==> config.mk <==
export PLATFORM = sky130hd
export DESIGN_NAME = barrel_pool_flat
export DESIGN_NICKNAME = d
export VERILOG_FILES = /design/src/rtl/barrel_pool_if.sv /design/src/rtl/barrel_pool.sv /design/src/flat_wrapper.sv
export SDC_FILE = /design/constraint.sdc
export NUM_CORES = 1
export LEC_CHECK = 0
export BUFFER_PORTS_ARGS = -buffer_cell sky130_fd_sc_hd__buf_4
export CELL_PAD_IN_SITES_DETAIL_PLACEMENT = 0
export CELL_PAD_IN_SITES_GLOBAL_PLACEMENT = 2
export CORE_MARGIN = 1.5
export CORE_UTILIZATION = 26
export DETAILED_ROUTE_END_ITERATION = 8
export PLACE_DENSITY_LB_ADDON = 0.3
export SYNTH_ARGS = -nofsm -noshare
export SYNTH_HDL_FRONTEND = slang
export SYNTH_SLANG_ARGS = --single-unit
export TNS_END_PERCENT = 1
==> constraint.sdc <==
create_clock -name clk -period 8.7 [get_ports clk]
set_clock_uncertainty 0.05 [all_clocks]
set_input_delay 0.87 -clock clk [delete_from_list [all_inputs] [get_ports clk]]
set_output_delay 0.87 -clock clk [all_outputs]
set_load 0.03 [all_outputs]
==> src/rtl/barrel_pool_if.sv <==
// barrel_pool_if -- bundle of the barrel pool's control inputs, per-slot
// barrel positions and pool status outputs.
//   master : game logic side (drives run/drop/tick/positions, reads status)
//   slave  : barrel_pool side
// Parameters must match those given to the barrel_pool instance.
interface barrel_pool_if #(
    parameter int N_SLOTS = 16,
    parameter int XW      = 10,
    parameter int YW      = 9
);
    localparam int CW = $clog2(N_SLOTS + 1);
    localparam int IW = $clog2(N_SLOTS);

    logic                  run;
    logic                  drop;
    logic                  tick;
    logic [XW-1:0]         mario_x;
    logic [YW-1:0]         mario_y;
    logic [N_SLOTS*XW-1:0] bar_x;
    logic [N_SLOTS*YW-1:0] bar_y;
    logic [N_SLOTS-1:0]    bar_fall;

    logic [N_SLOTS-1:0]    spawn;
    logic [N_SLOTS-1:0]    retire;
    logic [N_SLOTS-1:0]    active;
    logic [CW-1:0]         active_cnt;
    logic [7:0]            drop_miss;
    logic                  collision;
    logic [IW-1:0]         hit_slot;
    logic                  scan_busy;
    logic                  scan_done;

    modport master (
        output run, drop, tick, mario_x, mario_y, bar_x, bar_y, bar_fall,
        input  spawn, retire, active, active_cnt, drop_miss,
               collision, hit_slot, scan_busy, scan_done
    );

    modport slave (
        input  run, drop, tick, mario_x, mario_y, bar_x, bar_y, bar_fall,
        output spawn, retire, active, active_cnt, drop_miss,
               collision, hit_slot, scan_busy, scan_done
    );
endinterface

==> src/rtl/barrel_pool.sv <==
// barrel_pool -- slot allocator and per-frame scanner for rolling/falling
// barrels. A drop claims the lowest free slot; a tick starts a scan that
// visits one slot per cycle, retiring barrels past the exit corner and
// latching the first barrel that overlaps the player box.
// Ports:
//   clk  : rising-edge clock
//   rst  : synchronous active-high reset
//   bus  : barrel_pool_if.slave
//          in : run, drop, tick, mario_x/y, bar_x/y/fall (slot i at [i*W +: W])
//          out: spawn, retire (one-hot pulses), active mask, active_cnt,
//               drop_miss (saturating), collision/hit_slot (sticky),
//               scan_busy, scan_done (pulse)
module barrel_pool #(
    parameter int N_SLOTS = 16,
    parameter int XW      = 10,
    parameter int YW      = 9,
    parameter int EXIT_X  = 560,
    parameter int EXIT_Y  = 410,
    parameter int MARIO_W = 34,
    parameter int MARIO_H = 36,
    parameter int ROLL_W  = 32,
    parameter int FALL_W  = 42,
    parameter int BAR_H   = 24
) (
    input  logic          clk,
    input  logic          rst,
    barrel_pool_if.slave  bus
);
    localparam int CW = $clog2(N_SLOTS + 1);
    localparam int IW = $clog2(N_SLOTS);

    typedef enum logic {IDLE, SCAN} state_t;

    state_t             state, state_nxt;
    logic [IW-1:0]      idx;
    logic               last_slot;
    logic               eval_en;
    logic               scan_busy;

    logic [N_SLOTS-1:0] active_q, spawn_q, retire_q;
    logic [CW-1:0]      cnt_q;
    logic [7:0]         miss_q;
    logic               coll_q;
    logic [IW-1:0]      hit_q;
    logic               done_q;

    // Currently scanned slot
    logic [XW-1:0]      cur_x;
    logic [YW-1:0]      cur_y;
    logic               cur_fall;
    logic               cur_act;
    logic               at_exit;
    logic               overlap;
    logic               do_retire;
    logic               do_hit;

    // Allocation
    logic [N_SLOTS-1:0] alloc_mask;
    logic               found;
    logic               do_spawn;
    logic               do_miss;
    logic [N_SLOTS-1:0] retire_mask;
    logic [N_SLOTS-1:0] active_nxt;
    logic [CW-1:0]      cnt_nxt;

    assign last_slot = (idx == IW'(N_SLOTS - 1));

    // ---------------- scan FSM ----------------
    always_ff @(posedge clk) begin
        if (rst) state <= IDLE;
        else     state <= state_nxt;
    end

    always_comb begin
        state_nxt = state;
        case (state)
            IDLE:    if (bus.run && bus.tick) state_nxt = SCAN;
            SCAN:    if (!bus.run || last_slot) state_nxt = IDLE;
            default: state_nxt = IDLE;
        endcase
    end

    always_comb begin
        scan_busy = (state == SCAN);
        eval_en   = (state == SCAN) && bus.run;
    end

    // ---------------- slot evaluation ----------------
    always_comb begin
        logic [XW:0] bx, mx, bw;
        logic [YW:0] by, my;
        cur_x    = bus.bar_x[idx*XW +: XW];
        cur_y    = bus.bar_y[idx*YW +: YW];
        cur_fall = bus.bar_fall[idx];
        cur_act  = active_q[idx];
        // One extra bit so the edge sums never wrap
        bx = {1'b0, cur_x};
        mx = {1'b0, bus.mario_x};
        by = {1'b0, cur_y};
        my = {1'b0, bus.mario_y};
        bw = cur_fall ? (XW+1)'(FALL_W) : (XW+1)'(ROLL_W);
        overlap = (bx < mx + (XW+1)'(MARIO_W)) && (bx + bw > mx) &&
                  (by < my + (YW+1)'(MARIO_H)) && (by + (YW+1)'(BAR_H) > my);
        at_exit = (cur_x > XW'(EXIT_X)) && (cur_y > YW'(EXIT_Y));
        do_retire = eval_en && cur_act && at_exit;
        // A barrel leaving the field this evaluation never counts as a hit
        do_hit    = eval_en && cur_act && !at_exit && overlap;
    end

    // ---------------- allocation ----------------
    always_comb begin
        alloc_mask = '0;
        found      = 1'b0;
        for (int unsigned i = 0; i < N_SLOTS; i++) begin
            if (!found && !active_q[i]) begin
                alloc_mask[i] = 1'b1;
                found         = 1'b1;
            end
        end
        do_spawn = bus.run && bus.drop && found;
        do_miss  = bus.run && bus.drop && !found;
        retire_mask = do_retire ? (N_SLOTS'(1) << idx) : '0;
        // Allocation sees the registered mask, so the spawned slot is always
        // clear and disjoint from the slot being retired.
        active_nxt = (active_q & ~retire_mask) | (do_spawn ? alloc_mask : '0);
        cnt_nxt = '0;
        for (int unsigned i = 0; i < N_SLOTS; i++)
            cnt_nxt = cnt_nxt + CW'(active_nxt[i]);
    end

    // ---------------- registers ----------------
    always_ff @(posedge clk) begin
        if (rst) begin
            idx      <= '0;
            active_q <= '0;
            spawn_q  <= '0;
            retire_q <= '0;
            cnt_q    <= '0;
            miss_q   <= '0;
            coll_q   <= 1'b0;
            hit_q    <= '0;
            done_q   <= 1'b0;
        end else begin
            if (state == IDLE) idx <= '0;
            else if (eval_en)  idx <= idx + 1'b1;
            active_q <= active_nxt;
            spawn_q  <= do_spawn ? alloc_mask : '0;
            retire_q <= retire_mask;
            cnt_q    <= cnt_nxt;
            if (do_miss && miss_q != 8'hFF) miss_q <= miss_q + 8'd1;
            if (do_hit && !coll_q) begin
                coll_q <= 1'b1;
                hit_q  <= idx;
            end
            done_q <= eval_en && last_slot;
        end
    end

    assign bus.spawn      = spawn_q;
    assign bus.retire     = retire_q;
    assign bus.active     = active_q;
    assign bus.active_cnt = cnt_q;
    assign bus.drop_miss  = miss_q;
    assign bus.collision  = coll_q;
    assign bus.hit_slot   = hit_q;
    assign bus.scan_busy  = scan_busy;
    assign bus.scan_done  = done_q;
endmodule

==> src/flat_wrapper.sv <==
// flat-port wrapper written by rule: the top's interface ports become plain ports
module barrel_pool_flat 
#(
    parameter int N_SLOTS = 16,
    parameter int XW      = 10,
    parameter int YW      = 9,
    parameter int EXIT_X  = 560,
    parameter int EXIT_Y  = 410,
    parameter int MARIO_W = 34,
    parameter int MARIO_H = 36,
    parameter int ROLL_W  = 32,
    parameter int FALL_W  = 42,
    parameter int BAR_H   = 24
)
  (clk, rst, bus_run, bus_drop, bus_tick, bus_mario_x, bus_mario_y, bus_bar_x, bus_bar_y, bus_bar_fall, bus_spawn, bus_retire, bus_active, bus_active_cnt, bus_drop_miss, bus_collision, bus_hit_slot, bus_scan_busy, bus_scan_done);
  barrel_pool_if #(.N_SLOTS(N_SLOTS), .XW(XW), .YW(YW)) bus_i ();
  input  logic clk;
  input  logic rst;
  input wire logic [$bits(bus_i.run)-1:0] bus_run;
  input wire logic [$bits(bus_i.drop)-1:0] bus_drop;
  input wire logic [$bits(bus_i.tick)-1:0] bus_tick;
  input wire logic [$bits(bus_i.mario_x)-1:0] bus_mario_x;
  input wire logic [$bits(bus_i.mario_y)-1:0] bus_mario_y;
  input wire logic [$bits(bus_i.bar_x)-1:0] bus_bar_x;
  input wire logic [$bits(bus_i.bar_y)-1:0] bus_bar_y;
  input wire logic [$bits(bus_i.bar_fall)-1:0] bus_bar_fall;
  output wire logic [$bits(bus_i.spawn)-1:0] bus_spawn;
  output wire logic [$bits(bus_i.retire)-1:0] bus_retire;
  output wire logic [$bits(bus_i.active)-1:0] bus_active;
  output wire logic [$bits(bus_i.active_cnt)-1:0] bus_active_cnt;
  output wire logic [$bits(bus_i.drop_miss)-1:0] bus_drop_miss;
  output wire logic [$bits(bus_i.collision)-1:0] bus_collision;
  output wire logic [$bits(bus_i.hit_slot)-1:0] bus_hit_slot;
  output wire logic [$bits(bus_i.scan_busy)-1:0] bus_scan_busy;
  output wire logic [$bits(bus_i.scan_done)-1:0] bus_scan_done;
  assign bus_i.run = bus_run;
  assign bus_i.drop = bus_drop;
  assign bus_i.tick = bus_tick;
  assign bus_i.mario_x = bus_mario_x;
  assign bus_i.mario_y = bus_mario_y;
  assign bus_i.bar_x = bus_bar_x;
  assign bus_i.bar_y = bus_bar_y;
  assign bus_i.bar_fall = bus_bar_fall;
  assign bus_spawn = bus_i.spawn;
  assign bus_retire = bus_i.retire;
  assign bus_active = bus_i.active;
  assign bus_active_cnt = bus_i.active_cnt;
  assign bus_drop_miss = bus_i.drop_miss;
  assign bus_collision = bus_i.collision;
  assign bus_hit_slot = bus_i.hit_slot;
  assign bus_scan_busy = bus_i.scan_busy;
  assign bus_scan_done = bus_i.scan_done;
  barrel_pool #(.N_SLOTS(N_SLOTS), .XW(XW), .YW(YW), .EXIT_X(EXIT_X), .EXIT_Y(EXIT_Y), .MARIO_W(MARIO_W), .MARIO_H(MARIO_H), .ROLL_W(ROLL_W), .FALL_W(FALL_W), .BAR_H(BAR_H)) u_core (.clk(clk), .rst(rst), .bus(bus_i));
endmodule
Yosys cells after proc, flatten, opt, wreduce, memory -nomap -nowiden
Index checks and enable logic that the tools add are counted.

storage, ports and cells
  flip-flop bits (word level) = 72
  input bits = 344
  output and inout bits = 68

operators by class
  add/sub/neg operators = 21
  multipliers = 2
  order comparisons = 7
  equal/unequal tests = 2
  shift operators = 3
  mux-type cells = 41
  bitwise logic cells = 4
  reductions and logical operators = 66

operators by type and width
  cell                                                    number
  indexed part select 160 x 9 -> 10 bit                   1
  indexed part select 144 x 9 -> 9 bit                    1
  adder 5 x 1 -> 5 bit                                    14
  2-to-1 mux 1 bit                                        35
  logical NOT 1 bit                                       33
  2-to-1 mux 16 bit                                       2
  logical AND 1 bit                                       31
  bitwise AND 16 bit                                      1
  NOT 16 bit                                              1
  OR 16 bit                                               1
  left shift 1 x 4 -> 16 bit (first input constant)       1
  adder 10 x 11 -> 11 bit                                 1
  adder 10 x 6 -> 11 bit (second input constant)          1
  greater-than comparator 11 x 10 -> 1 bit                1
  < comparator 10 x 11 -> 1 bit                           1
  adder 9 x 5 -> 10 bit (second input constant)           1
  adder 9 x 6 -> 10 bit (second input constant)           1
  greater-than comparator 10 bit (second input constant)  1
  greater-than comparator 10 x 9 -> 1 bit                 1
  < comparator 9 x 10 -> 1 bit                            1
  greater-than comparator 9 bit (second input constant)   1
  adder 8 x 1 -> 8 bit (second input constant)            1
  binary-select mux 1 bit (select 4 bit)                  2
  multiplier 4 x 4 -> 8 bit (second input constant)       1
  other kinds (11)                                        11

Longest topological paths before layout
Gate-level depths: netlist of the first run.

  depth after elaboration = 63
  gate-level depth with buffers = 26

Least setup slack after synthesis of the first run
OpenSTA, ideal clock, no wires.

  path kind = register -> register
  from = reg u_core.idx[0]
  to = reg u_core.cnt_q[1], in the netlist u_core.bus.active_cnt[1]
  library setup time = 0.125 ns
  arrival = 6.291 ns
  required time = 8.525 ns
  slack = 2.234 ns
  cell stages (with the launch flop) = 25
  cell sequence = dfxtp_1 buf_6 buf_6 buf_4 mux4_2 a22oi_1 nand2_1 ha_1 a21boi_0 o311a_1 a41oi_2 nor3_2 and2_1 buf_6 a31oi_1 ha_1 fa_1 fa_1 fa_1 inv_1 fa_1 fa_1 inv_1 fa_1 nor2b_1

between the ends
  word-level cells in the longest chain between the ends = 24
  elaborated cells between the ends (all ways) = 31
  those cells by class = 15 x add/sub; 2 x mul; 2 x order compare; 3 x shift; 3 x mux; 3 x bitwise; 3 x reduce/logical

ends and longest elaborated chain
  what                                                                                           line                                  RTL
  start: declaration                                                                             barrel_pool.sv:35                     logic [IW-1:0] idx;
  start signal: assignment                                                                       barrel_pool.sv:145                    else if (eval_en) idx <= idx + 1'b1;
  multiplier 4 x 3 -> 7 bit or multiplier 4 x 4 -> 8 bit (tied branches)                         barrel_pool.sv:92, barrel_pool.sv:93
  indexed part select 160 x 9 -> 10 bit or indexed part select 144 x 9 -> 9 bit (tied branches)  barrel_pool.sv:92, barrel_pool.sv:93
  greater-than comparator 10 bit or greater-than comparator 9 bit (tied branches)                barrel_pool.sv:104                    at_exit = (cur_x > XW'(EXIT_X)) && (cur_y > YW'(EXIT_Y));
  logical AND 1 bit                                                                              barrel_pool.sv:104
  logical AND 1 bit                                                                              barrel_pool.sv:105                    do_retire = eval_en && cur_act && at_exit;
  2-to-1 mux 16 bit *                                                                            barrel_pool.sv:122                    retire_mask = do_retire ? (N_SLOTS'(1) << idx) : '0;
  NOT 16 bit *                                                                                   barrel_pool.sv:125                    active_nxt = (active_q & ~retire_mask) | (do_spawn ? alloc_mask : '0);
  bitwise AND 16 bit *                                                                           barrel_pool.sv:125
  OR 16 bit *                                                                                    barrel_pool.sv:125
  net u_core.active_nxt[0]                                                                       barrel_pool.sv:63                     logic [N_SLOTS-1:0] active_nxt;
  adder 1 x 1 -> 2 bit *                                                                         barrel_pool.sv:128                    cnt_nxt = cnt_nxt + CW'(active_nxt[i]);
  adder 5 x 1 -> 5 bit * (14 in series)                                                          barrel_pool.sv:128
  net u_core.cnt_nxt[1]                                                                          barrel_pool.sv:64                     logic [CW-1:0] cnt_nxt;
  end signal: assignment                                                                         barrel_pool.sv:149                    cnt_q <= cnt_nxt;
  end: declaration                                                                               barrel_pool.sv:41                     logic [CW-1:0] cnt_q;

Mark *: on every way through the listed nets, which the timed path passes. The rest lies on a longest branch. The select of a mux whose other input is x is not followed.
A chain may end at the register's enable or synchronous reset.

Final worst setup path of the first run
  from = reg u_core.idx[2]
  to = reg u_core.cnt_q[1], in the netlist u_core.bus.active_cnt[1]

The elaborated chain is that of the path after synthesis.

==> flow_summary.json, run 1 <==
{
  "critPathKind": "reg2reg",
  "worstPathMaxFanout": 23,
  "netlist_instances": 669,
  "gr-total-overflow": 0,
  "post_cts_resized": 0,
  "cts_made_buffers": 9,
  "tns_ns": 0,
  "ios": 412,
  "path_clk_slew_ns": 0.06,
  "synth_edf_count": 0,
  "fill_cells": 2766,
  "cts_tree": "done",
  "critPathTopFamily": "adder cells",
  "drive_above_1_share_pct": 52.60,
  "die_area_sq_um": 28730,
  "crit_required_ns": 8.85,
  "die_w_um": 169.5,
  "gp_congestion": 0.9301,
  "async_flop_share_pct": 0,
  "placed_area_sq_um": 10550,
  "min_period_over_period_pct": 82.77,
  "wl_per_cell_um": 23.12,
  "report.final.slew_viol_count": 0,
  "antenna_left": 0,
  "post_synth_num_cell_types": 64,
  "startpoint_type": "flip-flop",
  "setup_viol": 0,
  "syn_nets": 1077,
  "core_sq_um": 27100,
  "grt_usage_pct": 23.02,
  "vias": 7273,
  "ctsHtreeMaxLevel": 3,
  "nets": 1460,
  "powerDensity_nw_per_um2": 95.08,
  "drt-initial-drc-count": 329,
  "syn_area_per_cell_sq_um": 10.77,
  "p_leak_nw": 4.788,
  "area_delta_synth_final_pct": 50.76,
  "netlist_area_sq_um": 7207,
  "synth_seq_cells": 72,
  "wl_um": 33110,
  "run_status": "finished, final reports clean",
  "grt_pass1_vias": 7743,
  "design_area_sq_um": 10870,
  "arrival_ns": 7.35,
  "ir_worst_vdd_mv": 0.08902,
  "rsz0062_at_grt": "no",
  "crit_path_cell_trace": "nor2b_2 -> buf_4 -> a22oi_1 -> nand2_1 -> ha_1 -> a21boi_0 -> o311a_1 -> a41oi_2 -> nor3_2 -> buf_4 -> and2_1 -> a31oi_1 -> ha_1 -> fa_1 -> fa_1 -> fa_1 -> inv_1 -> fa_1 -> fa_1 -> inv_1 -> fa_1 -> nor2b_1",
  "cp_num_buf_inv": 4,
  "synth_seq_area_share_pct": 20.00,
  "utilization_pct": 40.09,
  "antenna_found_initial": 2,
  "cpMostUsedCell": "fa_1",
  "num_rows": 60,
  "first_pass_iters": 4,
  "numPortBuffers": 411,
  "postCtsSetupBuffers": 0,
  "slowest_stage": "dfxtp_1",
  "maxCapViolations": 0,
  "start_util_pct": 26.59,
  "mostFrequentLayoutCell": "buf_4",
  "drc_errors": 0,
  "clkSinkCount": 72,
  "holdCritPathClass": "reg2reg",
  "slowest_delay_ns": 0.75,
  "vias_per_cell": 5.079,
  "finalHoldViolCount": 0,
  "fmax_mhz": 138.9,
  "crit_path_end_kind": "flip-flop",
  "yosysWarnings": 0,
  "grt_pass1_wl_um": 48270,
  "cts-root-buf": "clkbuf_16",
  "cts_hold_buf": 0,
  "relSlewSlack_pct": 51.37,
  "grt_max_degree": 50,
  "clockBufferDepth": 2,
  "dp_hpwl_um": 28380,
  "fin_crit_ns": 7.201,
  "fp.dieH_um": 169.5,
  "clk_latency_ns": 0.34,
  "synth-main-ff-cell": "dfxtp_1",
  "max_slew.worst_pin.slew_ns": 0.7294,
  "final_cell_mix": "426 x buf_4, 79 x mux4_2, 70 x dfxtp_1"
}
==> final cells by class <==
class	count	area, sq um	share of cell area, %
inverters	33	123.9	1.140
repair buffers	427	3218	29.62
flip-flops and latches	72	1449	13.33
well taps	372	465.4	4.284
multi-input cells	509	5294	48.72
clock inverters	5	55.05	0.5067
diodes	3	7.507	0.06909
clock buffers	11	252.7	2.326
==> power by group <==
| part | leakage, nW | switching (mW) | internal (mW) |
|---|---|---|---|
| Combinational | 4.06 | 0.129 | 0.188 |
| Sequential | 0.582 | 0.00467 | 0.331 |
| Clock | 0.148 | 0.144 | 0.236 |
==> layer usage <==
layer	global-route usage [%]	vias up	part of all wire, %
met5	0	-	0
met4	3.963	0	1.2
met3	5.131	25	7.0
met2	39.31	298	48
met1	30.08	3569	44
li1	-	3381	-
==> path summary, 6_finish.rpt <==
path	to	from	depth (start not counted)	slack [ns]
setup / recovery	u_core.bus.active_cnt[1]	u_core.idx[2]	22	1.50
hold / removal	u_core.bus.hit_slot[1]	u_core.bus.hit_slot[1]	2	0.43
setup reg to reg	u_core.bus.active_cnt[1]	u_core.idx[2]	22	1.50
hold reg to reg	u_core.bus.hit_slot[1]	u_core.bus.hit_slot[1]	2	0.43
==> registers in the layout (all words and copies together) (netlist names) <==
signal,count
u_core.bus.active,16
u_core.bus.retire,16
u_core.bus.spawn,16
u_core.bus.drop_miss,8
u_core.bus.active_cnt,5
u_core.bus.hit_slot,4
u_core.idx,4
u_core.bus.collision,1
u_core.bus.scan_busy,1
u_core.bus.scan_done,1
==> worst min-delay path, cell delays in order, from the launching register on <==
cell,delay [ns]
dfxtp_1,0.31
nand2b_1,0.06
mux2i_1,0.05
==> cells by family after synthesis <==
| family | after synthesis | share of synthesized area [%] |
|---|---|---|
| buffers and inverters | 88 | 6.649 |
| AOI/OAI and AO/OA | 129 | 14.34 |
| and+or+nand+nor | 184 | 13.94 |
| DFF | 72 | 20.00 |
| adders and majority gates | 64 | 12.15 |
| xor gates and xnor gates | 34 | 4.132 |
| muxes | 98 | 28.78 |
==> cell usage after synthesis, drive strengths merged, types with 9 or more instances <==
cell | n | area, sq um
clkbuf | 25 | 95.09
mux2i | 10 | 100.1
nand2 | 36 | 137.6
a22oi | 29 | 217.7
nor2b | 14 | 87.58
fa | 10 | 200.2
dfxtp | 72 | 1441
ha | 54 | 675.7
xnor2 | 24 | 210.2
nor3 | 17 | 90.09
a31oi | 14 | 87.58
xor2 | 10 | 87.58
buf | 30 | 260.3
o21ai | 11 | 55.05
a21oi | 19 | 95.09
a311oi | 12 | 180.2
and3 | 21 | 131.4
inv | 33 | 123.9
nor3b | 10 | 75.07
nand4 | 9 | 56.30
mux4 | 85 | 1937
nor2 | 34 | 127.6
nand3 | 13 | 65.06
==> metrics by stage <==
step,hold slack [ns],setup slack [ns],power (mW),cells
CTS,0.4282,1.472,1.041,1429
finish,0.4265,1.499,1.033,1432
global placement,0.4114,1.574,0.6583,1413
detailed placement,0.4200,1.481,0.6590,1413
global route,0.4521,1.014,1.085,1430
floorplan,0.5463,2.234,0.4891,669
Power figures use the tool's default switching activity.
==> inputs of run 2 (changes only) <==
- CORE_UTILIZATION: 26 -> 23
- clock period: 8.7 -> 6.51 ns (I/O delays scaled with it)
==> run 2 against run 1 <==
Net effect:
- the run now ends with DRC left
- sequential share of layout area down 0.76 points
- non-clock buffer count increased by 53
- power increased by 48%
- highest routed layer is now met5
- count of clock-buffer cells in the layout is the same
==> flow_summary.json, run 2 (synthesis results as in run 1) <==
{
  "critPathLaunch": "u_core.idx[0]",
  "clockBufferDepth": 2,
  "total_power_mw": 1.527,
  "seq_area_sq_um": 1449,
  "cts_hold_buf": 0,
  "run_status": "finished with violations",
  "grt_usage_pct": 22.31,
  "setup_viol": 0,
  "p_leak_nw": 5.137,
  "cp_num_buf_inv": 3,
  "min_period_over_period_pct": 96.19,
  "dp_hpwl_um": 31550,
  "powerDensity_nw_per_um2": 132.5,
  "mostFrequentLayoutCell": "buf_4",
  "wl_per_cell_um": 24.41,
  "crit_path_end_kind": "flip-flop",
  "multi_input_area_sq_um": 5359,
  "antenna_left": 0,
  "gr-total-overflow": 0,
  "placed_area_sq_um": 10990,
  "num_rows": 64,
  "arrival_ns": 6.41,
  "fp.dieH_um": 180.0,
  "worstPathMaxFanout": 5,
  "timing.rr.start": "u_core.idx[0]",
  "grt_pass1_vias": 7969,
  "dp.cells": 1485,
  "finalHoldViolCount": 0,
  "max_slew.worst_pin.slew_ns": 0.5838,
  "setup_slack_ns": 0.2481,
  "drive_above_1_share_pct": 56.13,
  "vias_per_cell": 4.997,
  "clk_latency_ns": 0.34,
  "start_util_pct": 23.44,
  "fill_cells": 3200,
  "slowest_stage": "mux4_1",
  "startpoint_type": "flip-flop",
  "fin_crit_ns": 6.262,
  "fmax_mhz": 159.7,
  "critPathTopFamily": "adder cells",
  "reg2reg_depth": 21,
  "endpoint": "u_core.bus.active_cnt[1]",
  "die_w_um": 180.0,
  "critPathKind": "reg2reg",
  "first_pass_iters": 9,
  "hp-start": "u_core.bus.hit_slot[2]",
  "drc_errors": 6,
  "ctsHtreeMaxLevel": 3,
  "antenna_found_initial": 3,
  "grt_max_degree": 50,
  "area_delta_synth_final_pct": 59.93,
  "grt_pass1_wl_um": 53210,
  "final_cell_mix": "471 x buf_4, 79 x mux4_2, 70 x dfxtp_1",
  "ios": 412,
  "cts_tree": "done",
  "vias": 7525,
  "wl_um": 36770,
  "crit_required_ns": 6.66,
  "gp_congestion": 0.9296,
  "clkSinkCount": 72,
  "core_sq_um": 30750,
  "holdCritPathClass": "reg2reg",
  "post-place-ws_ns": -0.1744,
  "ir_worst_vdd_mv": 0.1177,
  "path_clk_slew_ns": 0.06,
  "numPortBuffers": 411,
  "drt-initial-drc-count": 484,
  "cpMostUsedCell": "fa_1",
  "report.final.slew_viol_count": 0,
  "cts_made_buffers": 9,
  "die_area_sq_um": 32410,
  "maxCapViolations": 0,
  "fin_cells": 1506,
  "n_antenna_cell": 0,
  "finalHoldWorstSlack_ns": 0.4299,
  "reg2reg_setup_slack_ns": 0.25,
  "r2r-end": "u_core.bus.active_cnt[1]",
  "design_area_sq_um": 11530,
  "slowest_delay_ns": 0.56,
  "violations": "DRC",
  "cts-root-buf": "clkbuf_16",
  "relSlewSlack_pct": 61.08,
  "crit_path_cell_trace": "buf_12 -> mux4_1 -> a22oi_2 -> nand2_2 -> ha_1 -> a21boi_0 -> o311a_1 -> a41oi_2 -> nor3_4 -> and2_4 -> a31oi_2 -> ha_1 -> fa_1 -> fa_1 -> fa_1 -> inv_1 -> fa_1 -> fa_1 -> inv_2 -> fa_1 -> nor2b_1",
  "cp_num_cells": 21,
  "nets": 1513
}
-- run 2: worst min-delay path, stage by stage, from the launching register on --
cell      delay, ns
dfxtp_1        0.31
nand2b_1       0.06
mux2i_1        0.06
-- run 2: how the worst min path moves through the flow --
stage | to | slack [ns] | depth (start not counted)
after global placement | u_core.bus.hit_slot[1] | 0.41 | 2
after detailed placement | u_core.bus.hit_slot[1] | 0.41 | 2
after global routing | u_core.bus.hit_slot[2] | 0.45 | 2
after CTS | u_core.bus.hit_slot[2] | 0.43 | 2
after floorplan | u_core.bus.hit_slot[0] | 0.55 | 2
final | u_core.bus.hit_slot[2] | 0.43 | 2
-- run 2: routing by layer --
| metal | track usage, % | up-vias | part of all wire (%) |
|---|---|---|---|
| li1 | - | 3498 | - |
| met1 | 29.81 | 3696 | 45 |
| met2 | 36.61 | 282 | 47 |
| met3 | 5.315 | 43 | 6.5 |
| met4 | 4.739 | 6 | 1.7 |
| met5 | 0 | - | 0.14 |
-- run 2: timing repair --
item,CTS,global route
gates resized for setup,3,17
buffers inserted,0,3
cloned,0,2
pin swaps,0,8
setup endpoints to repair,1,4
-- run 2: cell type report --
cell class / instances / share of cell area (%)
Clock buffer: 11 / 2.204
Clock inverter: 5 / 1.086
Multi-Input combinational cell: 509 / 46.49
Tap cell: 396 / 4.299
Sequential cell: 72 / 12.57
Inverter: 33 / 1.075
Timing Repair Buffer: 480 / 32.27
-- run 2: per-stage QoR --
step / utilization (%) / setup TNS [ns]
floorplan: - / 0
global placement: 35.74 / -0.1170
detailed placement: 35.74 / -0.2355
CTS: 37.03 / 0
global route: 37.48 / -0.009818
finish: 37.48 / 0
-- run 2: power by group --
part,switching [mW],leakage (nW),internal [mW]
clock,0.195,0.185,0.436
combinational,0.185,4.37,0.268
sequential,0.00173,0.582,0.442
